<file path="src/rtl/uart_tx_ctrl_pkg.sv">
// uart_tx_ctrl_pkg: shared types and defaults
// for the UART transmit sequencer.
package uart_tx_ctrl_pkg;

  localparam int UART_DATA_BITS    = 8;
  localparam int UART_CLKS_PER_BIT = 434;
  localparam int UART_STOP_BITS    = 1;

  // Counter width for values 0..n-1, never below 1 bit.
  function automatic int cnt_w(input int n);
    return (n < 2) ? 1 : $clog2(n);
  endfunction

  typedef enum logic [2:0] {
    IDLE,
    START,
    DATA,
    PARITY,
    STOP
  } uartTxState_t;

  typedef logic [cnt_w(UART_CLKS_PER_BIT)-1:0] uartBaudCount_t;
  typedef logic [UART_DATA_BITS-1:0] uartTxData_t;

endpackage

</file>
<file path="src/rtl/uart_tx_ctrl_baud_tick.sv">
// uart_baud_tick: bit-period timer, wraps
// every CLKS_PER_BIT cycles and flags the last one.
module uart_baud_tick
  import uart_tx_ctrl_pkg::*;
#(
  parameter int CLKS_PER_BIT = UART_CLKS_PER_BIT
) (
  input  logic clk,
  input  logic reset,
  input  logic clear,
  output logic bit_tick
);

  localparam int CW = cnt_w(CLKS_PER_BIT);
  localparam logic [CW-1:0] LAST = CW'(CLKS_PER_BIT - 1);

  logic [CW-1:0] cnt_q;
  logic [CW-1:0] cnt_d;

  assign bit_tick = !clear && (cnt_q == LAST);

  // Count up, wrap on the tick, hold at 0 while cleared.
  always_comb begin
    cnt_d = cnt_q + CW'(1);
    if (clear || bit_tick) begin
      cnt_d = '0;
    end
  end

  // Counter register.
  always_ff @(posedge clk) begin
    if (reset) begin
      cnt_q <= '0;
    end else begin
      cnt_q <= cnt_d;
    end
  end

endmodule

</file>
<file path="src/rtl/uart_tx_ctrl.sv">
// uart_tx_ctrl: frames one word per handshake
// into start/data/parity/stop on the tx line.
module uart_tx_ctrl
  import uart_tx_ctrl_pkg::*;
#(
  parameter int DATA_BITS    = UART_DATA_BITS,
  parameter int CLKS_PER_BIT = UART_CLKS_PER_BIT,
  parameter int PARITY_EN    = 0,
  parameter int STOP_BITS    = UART_STOP_BITS
) (
  input  logic                 clk,
  input  logic                 reset,
  input  logic [DATA_BITS-1:0] tx_data,
  input  logic                 tx_valid,
  output logic                 tx_ready,
  output logic                 tx,
  output logic                 busy,
  output logic                 tx_done
);

  localparam int BMAX = (DATA_BITS > STOP_BITS) ? DATA_BITS : STOP_BITS;
  localparam int BW   = cnt_w(BMAX);
  localparam logic [BW-1:0] LAST_DATA = BW'(DATA_BITS - 1);
  localparam logic [BW-1:0] LAST_STOP = BW'(STOP_BITS - 1);

  uartTxState_t         state_q, state_d;
  logic [DATA_BITS-1:0] shift_q, shift_d;
  logic                 par_q, par_d;
  logic [BW-1:0]        bit_q, bit_d;
  logic                 tx_q, tx_d;

  logic bit_tick;
  logic accept;
  logic last_tick;

  uart_baud_tick #(
    .CLKS_PER_BIT(CLKS_PER_BIT)
  ) u_baud (
    .clk     (clk),
    .reset   (reset),
    .clear   (state_q == IDLE),
    .bit_tick(bit_tick)
  );

  // The final stop tick frees the controller in the same
  // cycle, so a waiting word starts with no idle gap.
  assign last_tick = (state_q == STOP) && bit_tick &&
                     (bit_q == LAST_STOP);
  assign accept    = tx_valid && tx_ready;

  // State, shifter, counters and line level.
  always_ff @(posedge clk) begin
    if (reset) begin
      state_q <= IDLE;
      shift_q <= '0;
      par_q   <= 1'b0;
      bit_q   <= '0;
      tx_q    <= 1'b1;
    end else begin
      state_q <= state_d;
      shift_q <= shift_d;
      par_q   <= par_d;
      bit_q   <= bit_d;
      tx_q    <= tx_d;
    end
  end

  // Next state and next line level per phase.
  always_comb begin
    state_d = state_q;
    shift_d = shift_q;
    par_d   = par_q;
    bit_d   = bit_q;
    tx_d    = tx_q;
    unique case (state_q)
      IDLE: begin
        if (accept) begin
          state_d = START;
          shift_d = tx_data;
          par_d   = ^tx_data;
          tx_d    = 1'b0;
        end
      end
      START: begin
        if (bit_tick) begin
          state_d = DATA;
          tx_d    = shift_q[0];
          bit_d   = '0;
        end
      end
      DATA: begin
        if (bit_tick) begin
          if (bit_q == LAST_DATA) begin
            bit_d = '0;
            if (PARITY_EN != 0) begin
              state_d = PARITY;
              tx_d    = par_q;
            end else begin
              state_d = STOP;
              tx_d    = 1'b1;
            end
          end else begin
            shift_d = shift_q >> 1;
            tx_d    = shift_q[1];
            bit_d   = bit_q + BW'(1);
          end
        end
      end
      PARITY: begin
        if (bit_tick) begin
          state_d = STOP;
          tx_d    = 1'b1;
          bit_d   = '0;
        end
      end
      STOP: begin
        if (bit_tick) begin
          if (bit_q == LAST_STOP) begin
            bit_d = '0;
            if (accept) begin
              state_d = START;
              shift_d = tx_data;
              par_d   = ^tx_data;
              tx_d    = 1'b0;
            end else begin
              state_d = IDLE;
            end
          end else begin
            bit_d = bit_q + BW'(1);
          end
        end
      end
      default: begin
        state_d = IDLE;
        tx_d    = 1'b1;
      end
    endcase
  end

  // Handshake and status outputs.
  always_comb begin
    tx_ready = (state_q == IDLE) || last_tick;
    busy     = !tx_ready;
    tx_done  = last_tick;
    tx       = tx_q;
  end

endmodule

</file>
<file path="config.mk">
export PLATFORM = sky130hd
export DESIGN_NAME = uart_tx_ctrl
export DESIGN_NICKNAME = d
export VERILOG_FILES = /design/src/rtl/uart_tx_ctrl_pkg.sv /design/src/rtl/uart_tx_ctrl_baud_tick.sv /design/src/rtl/uart_tx_ctrl.sv
export SDC_FILE = /design/constraint.sdc
export NUM_CORES = 1
export LEC_CHECK = 0
export CAP_MARGIN = 30
export CORE_MARGIN = 4
export CORE_UTILIZATION = 40
export CTS_CLUSTER_DIAMETER = 30
export CTS_CLUSTER_SIZE = 8
export DETAILED_ROUTE_END_ITERATION = 8
export GPL_TIMING_DRIVEN = 1
export PLACE_DENSITY = 0.71
export SLEW_MARGIN = 20
export SYNTH_ARGS = -nofsm -noshare
export SYNTH_HDL_FRONTEND = slang
export SYNTH_HIERARCHICAL = 1
export SYNTH_SLANG_ARGS = --single-unit
export TNS_END_PERCENT = 10
</file>
<file path="constraint.sdc">
create_clock -name clk -period 2.3 [get_ports clk]
set_input_delay 0.345 -clock clk [delete_from_list [all_inputs] [get_ports clk]]
set_output_delay 0.345 -clock clk [all_outputs]
set_load 0.02 [all_outputs]
</file>
==> impl_summary.log, run 1 <==
INFO  metric number_of_register_bits_inferred_by_synthesis = 24
INFO  metric critPathRequiredTime = 2470 ps
INFO  metric max_freq = 451 MHz
INFO  metric timing.setup.tns = 0 ps
INFO  metric grt_pass1_vias = 1,216
INFO  metric p_r_area_growth_vs_syn = 23.2%
INFO  metric htree_num_levels = 1
INFO  metric p_leak = 0.697 nW
INFO  metric layout.cells.most_common_list = dfxtp_1 (24), nor2_1 (20), buf_4 (16), clkdlybuf4s50_1 (11), inv_1 (10)
INFO  metric fin_skew = 8.24 ps
INFO  metric tritoncts = built
INFO  metric number_of_input_and_output_port_buffers_inserted = 14
INFO  metric worst_margin_pin_slew = 520 ps
INFO  metric replace_congestion = 0.832
INFO  metric grt_setup_unrepaired = yes
INFO  metric largest_fanout_on_the_critical_path = 8
INFO  metric detail_route.drc_violations = 0
INFO  metric switching_share = 34.9%
INFO  metric timing.critical_path.arrival = 2380 ps
INFO  metric vdd_ir_drop_max = 0.000324 V
INFO  metric total_switching_power = 573 µW
INFO  metric yosys_warnings = 6
INFO  metric synth_enable_flop_cells = 0
INFO  metric post_route_cells_drive_above_1_share = 22.9%
INFO  metric core = 0.00344 mm²
INFO  metric setup_viol = 0
INFO  metric postCtsSetupBuffers = 0
INFO  metric numClockSinks = 24
INFO  metric antenna_found_initial = 0
INFO  metric vias_per_cell = 5.17
INFO  metric synth_nets = 182
INFO  metric hold_buf_count_cts = 0
INFO  metric finalPower = 1.64 mW
INFO  metric design.die.area = 0.00473 mm²
INFO  metric dp_cells = 234
INFO  metric layout.cells.non_filler = 238
INFO  metric p_int = 1.07 mW
INFO  metric cts-root-to-sink-buffers = 2
INFO  metric antenna_left = 0
INFO  metric grt_first_pass_wirelength = 5.15 mm
INFO  metric syn_area_per_cell = 8.90 µm²
INFO  metric drt_iter0_drc = 68
INFO  metric post_synth_inst_count = 166
INFO  metric die_extent_in_y = 68.8 µm
INFO  metric power_frac_clock = 22.4%
INFO  metric timing_hold_violations_final = 0
INFO  metric clkLatencyLatePin = 270 ps
INFO  metric layout.cells.most_common = dfxtp_1
INFO  metric yosysSeqAreaShare = 32.5%
INFO  metric whs = 467 ps
INFO  metric period_minus_slack = 2220 ps
INFO  metric max-slew-margin-rel = 65.2%
INFO  metric detail_route.wl_per_cell = 12.0 µm
INFO  metric critical-path-slowest-cell = or3_4
INFO  metric timing.max_cap.violations = 0
INFO  metric antennaDiodeCount = 0
INFO  metric yosys_cell_types = 47
INFO  metric setup.worst_path.class = reg2reg
INFO  metric cp_cell_sequence = or3_4 > nor4_4 > nand3b_1 > buf_4 > a21oi_2 > o221ai_4 > mux2_2
INFO  metric number_of_core_rows = 21
INFO  metric nNetsFinal = 209
INFO  metric critPathTopFamily = simple AND/OR/NAND/NOR gates
INFO  metric minimum_setup_slack_after_placement = -89.2 ps
INFO  metric grtUsageTotal = 14.3%
INFO  metric worst_setup_path_end_kind = flip-flop
INFO  metric power_density = 903 mW/mm²
INFO  metric dominant_register_cell_in_the_synthesized_netlist = dfxtp_1
INFO  metric clkSlewWorstSetupHoldPaths = 90 ps
INFO  metric floorplan.initialDensity = 42.9%
INFO  metric status = finished clean
INFO  metric combinationalPowerShare = 45.4%
INFO  metric largest_net_degree_at_the_start_of_global_routing = 19
INFO  metric report.final.slew_viol_count = 0
INFO  metric cp_num_buf_inv = 1
INFO  metric routed-via-count = 1,231
INFO  metric firstDrtPassIters = 4
INFO  metric place.detailed.hpwl = 2.13 mm
INFO  metric gr-total-overflow = 0
INFO  metric post-route-period-util = 96.4%
INFO  metric numCtsBuffers = 3
INFO  metric synth_async_sr_flop_share = 0%
INFO  metric setup.worst_path.start_class = flip-flop
INFO  metric min_path_type = reg2reg
INFO  metric num_io_pins = 15
INFO  metric drt_wl_total = 2.86 mm
INFO  metric seqPwrFrac = 32.2%
INFO  metric cp_slowest_stage_delay = 400 ps
INFO  metric final_worst_setup_slack = 83.8 ps
INFO  metric fp.dieW = 68.8 µm
INFO  metric synth_area = 0.00148 mm²
INFO  metric cts.root.buffer_cell = clkbuf_8
==> cells in the mapped netlist (2+ instances only) <==
library cell | count | area (µm²)
o211ai_1 | 2 | 15.0
nor3_1 | 2 | 10.0
nand4_1 | 3 | 18.8
a21oi_1 | 7 | 35.0
inv_1 | 10 | 37.5
o22ai_1 | 3 | 18.8
dfxtp_1 | 24 | 480
buf_2 | 4 | 20.0
o21ai_0 | 2 | 10.0
nand2b_1 | 6 | 37.5
nand2_1 | 7 | 26.3
mux2_2 | 9 | 101
or2b_1 | 2 | 15.0
a31oi_1 | 3 | 18.8
ha_1 | 5 | 62.6
or3_1 | 4 | 25.0
nand3_1 | 6 | 30.0
buf_6 | 2 | 22.5
xor2_1 | 2 | 17.5
and2b_1 | 6 | 45.0
or3b_2 | 2 | 17.5
mux2i_1 | 9 | 90.1
nor2b_1 | 3 | 18.8
nor2_1 | 20 | 75.1
==> final timing paths <==
| kind | start | endpoint | slack, ps | depth (start not counted) |
|---|---|---|---|---|
| worst min-delay path | tx | tx | 470 | 1 |
| worst max-delay path | u_baud/cnt_q[6] | shift_q[0] | 80 | 7 |
| worst min register to register | tx | tx | 470 | 1 |
| worst max register to register | u_baud/cnt_q[6] | shift_q[0] | 80 | 7 |
==> layer usage <==
metal	vias to the layer above	share of wire (%)	GRT usage [%]
met4	0	1.4	5.11
met2	20	51	25.3
met3	4	3.5	3.08
met1	571	44	16.9
met5	-	0	0
li1	636	-	-
==> logic make-up after synthesis <==
| kind of cell | synth area share [%] |
|---|---|
| DFF | 32.5 |
| buffers and inverters | 6.18 |
| muxes | 13.0 |
| AOI/OAI and AO/OA | 14.6 |
| xor gates and xnor gates | 1.78 |
| adders and majority gates | 4.23 |
| and+or+nand+nor | 27.7 |
==> repair_timing <==
| item | in CTS | in global routing |
|---|---|---|
| pin swaps | 0 | 4 |
| gates resized for setup | 4 | 9 |
| setup endpoints to repair | 10 | 10 |
| cloned | 0 | 0 |
==> power groups by stage <==
stage               combinational [mW]  sequential (mW)  clock [mW]
finish                           0.746            0.529       0.369
global route                     0.825            0.539       0.397
CTS                              0.753            0.530       0.382
detailed placement               0.765            0.539           0
global placement                 0.750            0.534           0
floorplan                        0.567            0.546           0
==> worst reg2reg max path, delay by kind of cell (launching register included) <==
kind | cells | cell delay (ps)
AO/OA/AOI/OAI | 2 | 390
buffers and inverters | 1 | 190
flip-flops | 1 | 320
multiplexers | 1 | 320
AND/OR/NAND/NOR | 3 | 910
==> state kept, by name, indices dropped and copies added, names as in the netlist <==
signal / cells
bit_q: 3
shift_q: 8
state_q: 3
tx: 1
u_baud/cnt_q: 9
==> per-stage QoR <==
stage / instance area, µm² / util (%)
finish: 1820 / 52.9
global route: 1820 / 52.9
CTS: 1830 / 53.1
detailed placement: 1750 / 50.9
global placement: 1750 / 50.9
floorplan: 1490 / -
==> layout make-up <==
cell class                 count  area [µm²]
inverter                      10        37.5
clock buffer                   3        41.3
tap                           46        57.6
fill                         318        1620
clock inverter                 1        30.0
sequential                    24         480
timing repair buffer          30         245
multi-input combinational    124         928
(Power assumes the default switching activity.)
==> run 2, diff against run 1 <==
- PLACE_DENSITY: 0.71 -> unset
==> run 2 against run 1 <==
- count of clock-buffer cells in the layout increased by 1
- setup slack got worse by 29 ps
- combinational power barely moved
- core utilization is 0.40 points lower
- cell area is 0.76% lower
- die area unchanged
- critical endpoint is now shift_q[3]
- critical path type unchanged
==> impl_summary.log, run 2 (synthesis gave the netlist of run 1 again) <==
INFO  metric numClockSinks = 24 (unchanged)
INFO  metric cp_cell_sequence = or3_4 > nor4_4 > nand3b_1 > buf_4 > a21oi_2 > o221ai_4 > mux2_2 (unchanged)
INFO  metric timing.critical_path.arrival = 2400 ps (was 2380 ps)
INFO  metric worst_r2r_path_depth = 7 (unchanged)
INFO  metric antennaDiodeCount = 0 (unchanged)
INFO  metric timing.rr.start = u_baud/cnt_q[6] (unchanged)
INFO  metric period_minus_slack = 2250 ps (was 2220 ps)
INFO  metric detail_route.wl_per_cell = 12.4 µm (was 12.0 µm)
INFO  metric finalPower = 1.56 mW (was 1.64 mW)
INFO  metric design.die.area = 0.00473 mm² (unchanged)
INFO  metric p_leak = 0.690 nW (was 0.697 nW)
INFO  metric clkLatencyLatePin = 260 ps (was 270 ps)
INFO  metric flip_flop_count_of_the_largest_register_all_copies_and_words_added = 9 (unchanged)
INFO  metric tritoncts = built (unchanged)
INFO  metric fp.dieW = 68.8 µm (unchanged)
INFO  metric setup.worst_path.start = u_baud/cnt_q[6] (unchanged)
INFO  metric max_freq = 445 MHz (was 451 MHz)
INFO  metric largest_net_degree_at_the_start_of_global_routing = 20 (was 19)
INFO  metric core = 0.00344 mm² (unchanged)
INFO  metric gr-total-overflow = 0 (unchanged)
INFO  metric critical_path_depth = 7 (unchanged)
INFO  metric replace_congestion = 0.860 (was 0.832)
INFO  metric max-slew-margin-rel = 61.8% (was 65.2%)
INFO  metric hold_buf_count_cts = 0 (unchanged)
INFO  metric drt_iter0_drc = 54 (was 68)
INFO  metric setup.worst_path.class = reg2reg (unchanged)
INFO  metric floorplan.initialDensity = 42.9% (unchanged)
INFO  metric antenna_left = 0 (unchanged)
INFO  metric num_io_pins = 15 (unchanged)
INFO  metric setup.worst_path.start_class = flip-flop (unchanged)
INFO  metric fin_skew = 3.29 ps (was 8.24 ps)
INFO  metric critical-path-slowest-cell = or3_4 (unchanged)
INFO  metric power_density = 864 mW/mm² (was 903 mW/mm²)
INFO  metric cts-root-to-sink-buffers = 2 (unchanged)
INFO  metric postCtsSetupBuffers = 0 (unchanged)
INFO  metric setup_viol = 0 (unchanged)
INFO  metric finalCoreUtilization = 52.5% (was 52.9%)
INFO  metric drt_wl_total = 2.95 mm (was 2.86 mm)
INFO  metric htree_num_levels = 1 (unchanged)
INFO  metric vdd_ir_drop_max = 0.000394 V (was 0.000324 V)
INFO  metric critPathRequiredTime = 2460 ps (was 2470 ps)
INFO  metric nNetsFinal = 209 (unchanged)
INFO  metric min_delay_path_depth = 1 (unchanged)
INFO  metric grtUsageTotal = 13.9% (was 14.3%)
INFO  metric die_extent_in_y = 68.8 µm (unchanged)
INFO  metric firstDrtPassIters = 4 (unchanged)
INFO  metric number_of_input_and_output_port_buffers_inserted = 14 (unchanged)
INFO  metric grt_first_pass_wirelength = 5.00 mm (was 5.15 mm)
INFO  metric place.detailed.hpwl = 2.24 mm (was 2.13 mm)
INFO  metric cts.root.buffer_cell = clkbuf_8 (unchanged)
INFO  metric timing.max_cap.violations = 0 (unchanged)
INFO  metric layout.cells.most_common_list = dfxtp_1 (24), nor2_1 (20), buf_4 (17), clkdlybuf4s50_1 (11), inv_1 (10) (was dfxtp_1 (24), nor2_1 (20), buf_4 (16), clkdlybuf4s50_1 (11), inv_1 (10))
INFO  metric min_path_type = reg2reg (unchanged)
INFO  metric grt_setup_unrepaired = yes (unchanged)
INFO  metric post-route-period-util = 97.6% (was 96.4%)
INFO  metric largest_fanout_on_the_critical_path = 8 (unchanged)
INFO  metric vias_per_cell = 5.35 (was 5.17)
INFO  metric crit-reg2reg-capture = shift_q[3] (was shift_q[0])
INFO  metric registers.top_by_ff_count = u_baud/cnt_q (unchanged)
INFO  metric numCtsBuffers = 3 (unchanged)
INFO  metric design_area = 0.00181 mm² (was 0.00182 mm²)
INFO  metric report.final.slew_viol_count = 0 (unchanged)
INFO  metric timing_hold_violations_final = 0 (unchanged)
INFO  metric clkSlewWorstSetupHoldPaths = 80 ps (was 90 ps)
INFO  metric top_regs = u_baud/cnt_q: 9 flops, shift_q: 8 flops (unchanged)
INFO  metric antenna_found_initial = 0 (unchanged)
INFO  metric flop2flop_setup_slack = 50 ps (was 80 ps)
INFO  metric critPathTopFamily = simple AND/OR/NAND/NOR gates (unchanged)
INFO  metric crit_path_to = shift_q[3] (was shift_q[0])
INFO  metric grt_pass1_vias = 1,211 (was 1,216)
INFO  metric placedInstanceArea = 0.00175 mm² (unchanged)
INFO  metric layout.cells.most_common = dfxtp_1 (unchanged)
INFO  metric cp_num_buf_inv = 1 (unchanged)
INFO  metric worst_setup_path_end_kind = flip-flop (unchanged)
INFO  metric detail_route.drc_violations = 0 (unchanged)
INFO  metric worst_margin_pin_slew = 571 ps (was 520 ps)
INFO  metric cp_slowest_stage_delay = 400 ps (about the same)
INFO  metric p_r_area_growth_vs_syn = 22.3% (was 23.2%)
INFO  metric status = finished clean (unchanged)
INFO  metric number_of_core_rows = 21 (unchanged)
INFO  metric post_route_cells_drive_above_1_share = 22.9% (unchanged)
INFO  metric routed-via-count = 1,273 (was 1,231)
[run 2: changes by cell type in the layout (fill, tap and decap cells not counted)]
| cell | previous run | this run |
|---|---|---|
| clkbuf_2 | 1 | 0 |
| bufinv_16 | 1 | 0 |
| clkbuf_8 | 3 | 4 |
| buf_4 | 16 | 17 |
[run 2: how the worst min path moves through the flow]
stage	slack [ps]	from	to
final	480	tx	tx
after global routing	520	tx	tx
after detailed placement	470	tx	tx
after global placement	460	shift_q[7]	shift_q[7]
after CTS	490	shift_q[7]	shift_q[7]
after floorplan	450	shift_q[7]	shift_q[7]
[run 2: repair_timing]
| action | in CTS | in global routing |
|---|---|---|
| hold endpoints to repair | 0 | 0 |
| endpoints found under the setup margin | 10 | 10 |
| pin swaps | 3 | 4 |
| gates resized for setup | 4 | 11 |
[run 2: report_power, final]
part	internal [mW]	total (mW)	switching [mW]
registers	0.493	0.528	0.0347
clock network	0.153	0.286	0.133
logic	0.343	0.749	0.405
total	0.989	1.56	0.573
[run 2: stage by stage]
| stage | std cells | setup slack [ps] | TNS [ps] | hold slack (ps) |
|---|---|---|---|---|
| 5_1_grt | 238 | -63.1 | -454 | 516 |
| 2_1_floorplan | 166 | 18.3 | 0 | 451 |
| 6_report | 238 | 54.9 | 0 | 483 |
| 3_3_place_gp | 234 | -7.40 | -7.40 | 460 |
| 3_5_place_dp | 234 | -105 | -469 | 475 |
| 4_1_cts | 238 | 5.78 | 0 | 492 |
[run 2: area by class of cell]
type | instances | area, µm²
clock buffer | 4 | 55.1
sequential | 24 | 480
multi-input combinational | 124 | 928
fill | 352 | 1640
timing repair buffer | 30 | 248
inverter | 10 | 37.5
tap | 46 | 57.6
[run 2: metal layers]
| layer | track usage, % | part of all wire [%] |
|---|---|---|
| met5 | 0 | 0 |
| met4 | 5.11 | 1.5 |
| met3 | 2.92 | 5.2 |
| met2 | 25.7 | 50 |
| met1 | 15.5 | 43 |
==> run 3, diff against run 2 <==
- SYNTH_HIERARCHICAL: 1 -> unset
==> run 3 against run 2 <==
- critical path depth did not move
- synthesized cell count down 9.0%
- combinational power decreased by 86%
- clock power down 22%
- cell area decreased by 14%
- routed wire length decreased by 7.1%
- setup slack improved by 79 ps
- count of clock-buffer cells in the layout is the same
- core utilization is 2.5 points lower
- critical path type is now reg2out
- critical endpoint is now busy
- largest power group is now sequential cells
==> impl_summary.log, run 3 <==
INFO  metric antennaDiodeCount = 0 (unchanged)
INFO  metric top_regs = u_baud.cnt_q: 9 flops, shift_q: 8 flops (was u_baud/cnt_q: 9 flops, shift_q: 8 flops)
INFO  metric synth_commonest_cells = dfxtp_1 (24), a21oi_1 (18), nor2_1 (15), nand2_1 (9) (was dfxtp_1 (24), nor2_1 (20), inv_1 (10), mux2_2 (9), mux2i_1 (9))
INFO  metric yosysSeqAreaShare = 36.6% (was 32.5%)
INFO  metric gr-total-overflow = 0 (unchanged)
INFO  metric tritoncts = built (unchanged)
INFO  metric yosys_cell_types = 42 (was 47)
INFO  metric layout.cells.most_common = dfxtp_1 (unchanged)
INFO  metric antenna_left = 0 (unchanged)
INFO  metric synth_nets = 167 (was 182)
INFO  metric hold_buf_count_cts = 0 (unchanged)
INFO  metric post_synth_inst_count = 151 (was 166)
INFO  metric drt_wl_total = 2.74 mm (was 2.95 mm)
INFO  metric dominant_register_cell_in_the_synthesized_netlist = dfxtp_1 (unchanged)
INFO  metric firstDrtPassIters = 4 (unchanged)
INFO  metric synth_enable_flop_cells = 0 (unchanged)
INFO  metric numClockSinks = 24 (unchanged)
INFO  metric cts.root.buffer_cell = clkbuf_4 (was clkbuf_8)
INFO  metric p_r_area_growth_vs_syn = 18.1% (was 22.3%)
INFO  metric yosysMostFrequentCell = dfxtp_1 (unchanged)
INFO  metric grtUsageTotal = 13.8% (was 13.9%)
INFO  metric fin_skew = 4.40 ps (was 3.29 ps)
INFO  metric place.detailed.hpwl = 2.01 mm (was 2.24 mm)
INFO  metric design_area = 0.00155 mm² (was 0.00181 mm²)
INFO  metric htree_num_levels = 1 (unchanged)
INFO  metric clkLatencyLatePin = 310 ps (was 260 ps)
INFO  metric grt_setup_unrepaired = no (was yes)
INFO  metric final-seq-area = 482 µm² (was 480 µm²)
INFO  metric synth_top_area_share = 36.6% (was 32.5%)
INFO  metric post_synth_adder_cell_area = 4.76% (was 4.23%)
INFO  metric vias_per_cell = 5.10 (was 5.35)
INFO  metric simple_gate_portion_of_the_synthesized_area = 23.4% (was 27.7%)
INFO  metric synth_xor_xnor_area_share = 4.00% (was 1.78%)
INFO  metric period_minus_slack = 2170 ps (was 2250 ps)
INFO  metric synth_top_family_by_area = simple AND/OR/NAND/NOR gates (unchanged)
INFO  metric setup.worst_path.class = reg2out (was reg2reg)
INFO  metric report.final.slew_viol_count = 0 (unchanged)
INFO  metric cell_types_occupying_the_most_area_after_synthesis = dfxtp_1 (37%), a21oi_1 (6.9%), mux2i_1 (5.3%), ha_1 (4.8%), nor2_1 (4.3%) (was dfxtp_1 (33%), mux2_2 (6.9%), mux2i_1 (6.1%), nor2_1 (5.1%), ha_1 (4.2%))
INFO  metric minimum_setup_slack_after_placement = 155 ps (was -105 ps)
INFO  metric final_worst_setup_slack = 133 ps (was 54.9 ps)
INFO  metric timing.critical_path.arrival = 1820 ps (was 2400 ps)
INFO  metric multi_input_comb_area = 767 µm² (was 928 µm²)
INFO  metric cts-root-to-sink-buffers = 2 (unchanged)
INFO  metric max_freq = 462 MHz (was 445 MHz)
INFO  metric critPathRequiredTime = 1960 ps (was 2460 ps)
INFO  metric floorplan.initialDensity = 42.3% (was 42.9%)
INFO  metric layout.cells.most_common_list = dfxtp_1 (23), a21oi_1 (18), nor2_1 (15), clkdlybuf4s50_1 (11), nand2_1 (9) (was dfxtp_1 (24), nor2_1 (20), buf_4 (17), clkdlybuf4s50_1 (11), inv_1 (10))
INFO  metric synth_compound_gate_area_share = 20.4% (was 14.6%)
INFO  metric drt_iter0_drc = 58 (was 54)
INFO  metric num_io_pins = 15 (unchanged)
INFO  metric antenna_found_initial = 0 (unchanged)
INFO  metric synth_area = 0.00131 mm² (was 0.00148 mm²)
INFO  metric power_density = 496 mW/mm² (was 864 mW/mm²)
INFO  metric grt_first_pass_wirelength = 4.69 mm (was 5.00 mm)
INFO  metric replace_congestion = 0.850 (was 0.860)
INFO  metric core = 0.00310 mm² (was 0.00344 mm²)
INFO  metric yosysTopAreaCell = dfxtp_1 (unchanged)
INFO  metric filler_cell_count = 330 (was 352)
INFO  metric worst_margin_pin_slew = 543 ps (was 571 ps)
INFO  metric setup.worst_path.start_class = flip-flop (unchanged)
INFO  metric finalPower = 769 µW (was 1.56 mW)
INFO  metric largest_fanout_on_the_critical_path = 4 (was 8)
INFO  metric setup_viol = 0 (unchanged)
INFO  metric post_route_cells_drive_above_1_share = 14.3% (was 22.9%)
INFO  metric number_of_register_bits_inferred_by_synthesis = 24 (unchanged)
INFO  metric clkSlewWorstSetupHoldPaths = 130 ps (was 80 ps)
INFO  metric routed-via-count = 1,082 (was 1,273)
INFO  metric dp_cells = 208 (was 234)
INFO  metric number_of_input_and_output_port_buffers_inserted = 14 (unchanged)
INFO  metric vdd_ir_drop_max = 0.000368 V (was 0.000394 V)
INFO  metric yosys_warnings = 0 (was 6)
INFO  metric syn_area_per_cell = 8.70 µm² (was 8.90 µm²)
INFO  metric synth.mux.area_fraction = 5.33% (was 13.0%)
INFO  metric timing_hold_violations_final = 0 (unchanged)
INFO  metric fp.dieW = 65.3 µm (was 68.8 µm)
INFO  metric detail_route.drc_violations = 0 (unchanged)
INFO  metric grt_pass1_vias = 1,049 (was 1,211)
INFO  metric numCtsBuffers = 3 (unchanged)
INFO  metric synth_async_sr_flop_share = 0% (unchanged)
INFO  metric number_of_core_rows = 20 (was 21)
INFO  metric post-route-period-util = 94.2% (was 97.6%)
INFO  metric design.die.area = 0.00427 mm² (was 0.00473 mm²)
INFO  metric placedInstanceArea = 0.00151 mm² (was 0.00175 mm²)
INFO  metric timing.setup.tns = 0 ps (unchanged)
INFO  metric flip_flop_count_of_the_largest_register_all_copies_and_words_added = 9 (unchanged)
INFO  metric detail_route.wl_per_cell = 12.9 µm (was 12.4 µm)
INFO  metric largest_net_degree_at_the_start_of_global_routing = 16 (was 20)
INFO  metric worst_setup_path_end_kind = output pin (was flip-flop)
INFO  metric nNetsFinal = 185 (was 209)
INFO  metric registers.top_by_ff_count = u_baud.cnt_q (was u_baud/cnt_q)
INFO  metric max-slew-margin-rel = 63.7% (was 61.8%)
INFO  metric status = finished clean (unchanged)
INFO  metric min_path_type = reg2reg (unchanged)
INFO  metric timing.max_cap.violations = 0 (unchanged)
INFO  metric layout.cells.non_filler = 212 (was 238)
INFO  metric p_leak = 0.542 nW (was 0.690 nW)
INFO  metric die_extent_in_y = 65.3 µm (was 68.8 µm)
run 3: cell count changes after synthesis, sizes merged, moves of 4 or more:
cell | before | now
a211oi | 1 | 8
a21oi | 7 | 19
and2b | 6 | 0
inv | 10 | 6
mux2 | 9 | 0
nand2b | 6 | 2
nand4 | 4 | 0
nor2 | 20 | 15
o21ai | 2 | 9
run 3: where the power goes:
part	switching, mW	internal (mW)	leakage [nW]
clock	0.126	0.0967	0.0210
sequential	0.00958	0.433	0.196
combinational	0.0530	0.0509	0.325
run 3: area by class of cell:
type	count	area share [%]
Sequential cell	24	31.0
Tap cell	44	3.55
Clock buffer	4	2.34
Timing Repair Buffer	21	12.2
Multi-Input combinational cell	113	49.4
Inverter	6	1.45
run 3: worst paths after layout:
path                                        end  cells after the start            start  slack [ps]
worst min-delay path            u_baud.cnt_q[0]                      1  u_baud.cnt_q[0]         450
worst max-delay path                       busy                      7  u_baud.cnt_q[1]         130
worst max register to register       shift_q[3]                      7         bit_q[0]         400
worst min register to register  u_baud.cnt_q[0]                      1  u_baud.cnt_q[0]         450
run 3: repair_timing:
item / in CTS / in global routing
gates resized for setup: 4 / 2
cloned: 0 / 0
pin swaps: 0 / 1
buffers inserted: 0 / 0
setup endpoints to repair: 3 / 2
run 3: per-layer routing:
metal	track usage [%]	wire, µm	vias to the layer above
li1	-	-	566
met1	18.5	1400	495
met2	21.9	1200	19
met3	4.44	118	2
met4	2.33	19	0
met5	0	0	-
run 3: logic make-up (layout without fill, tap and decap cells):
family	Yosys count	in the layout
buffers and inverters	14	31
and+or+nand+nor	53	53
adders and majority gates	5	5
muxes	7	7
xor gates and xnor gates	6	6
AOI/OAI and AO/OA	42	42
DFF	24	24
run 3: metrics by stage:
step / hold slack [ps] / util, %
floorplan: 429 / -
global placement: 444 / 48.7
detailed placement: 461 / 48.7
CTS: 486 / 49.9
global route: 460 / 50.0
finish: 445 / 50.0
run 3: worst max-delay path, stage by stage (launching register included):
cell and delay [ps]:
dfxtp_1 340, inv_1 50, ha_1 130, and4bb_4 250, nand3_1 130, a21boi_2 210, inv_1 70, dlygate4sd2_1 320
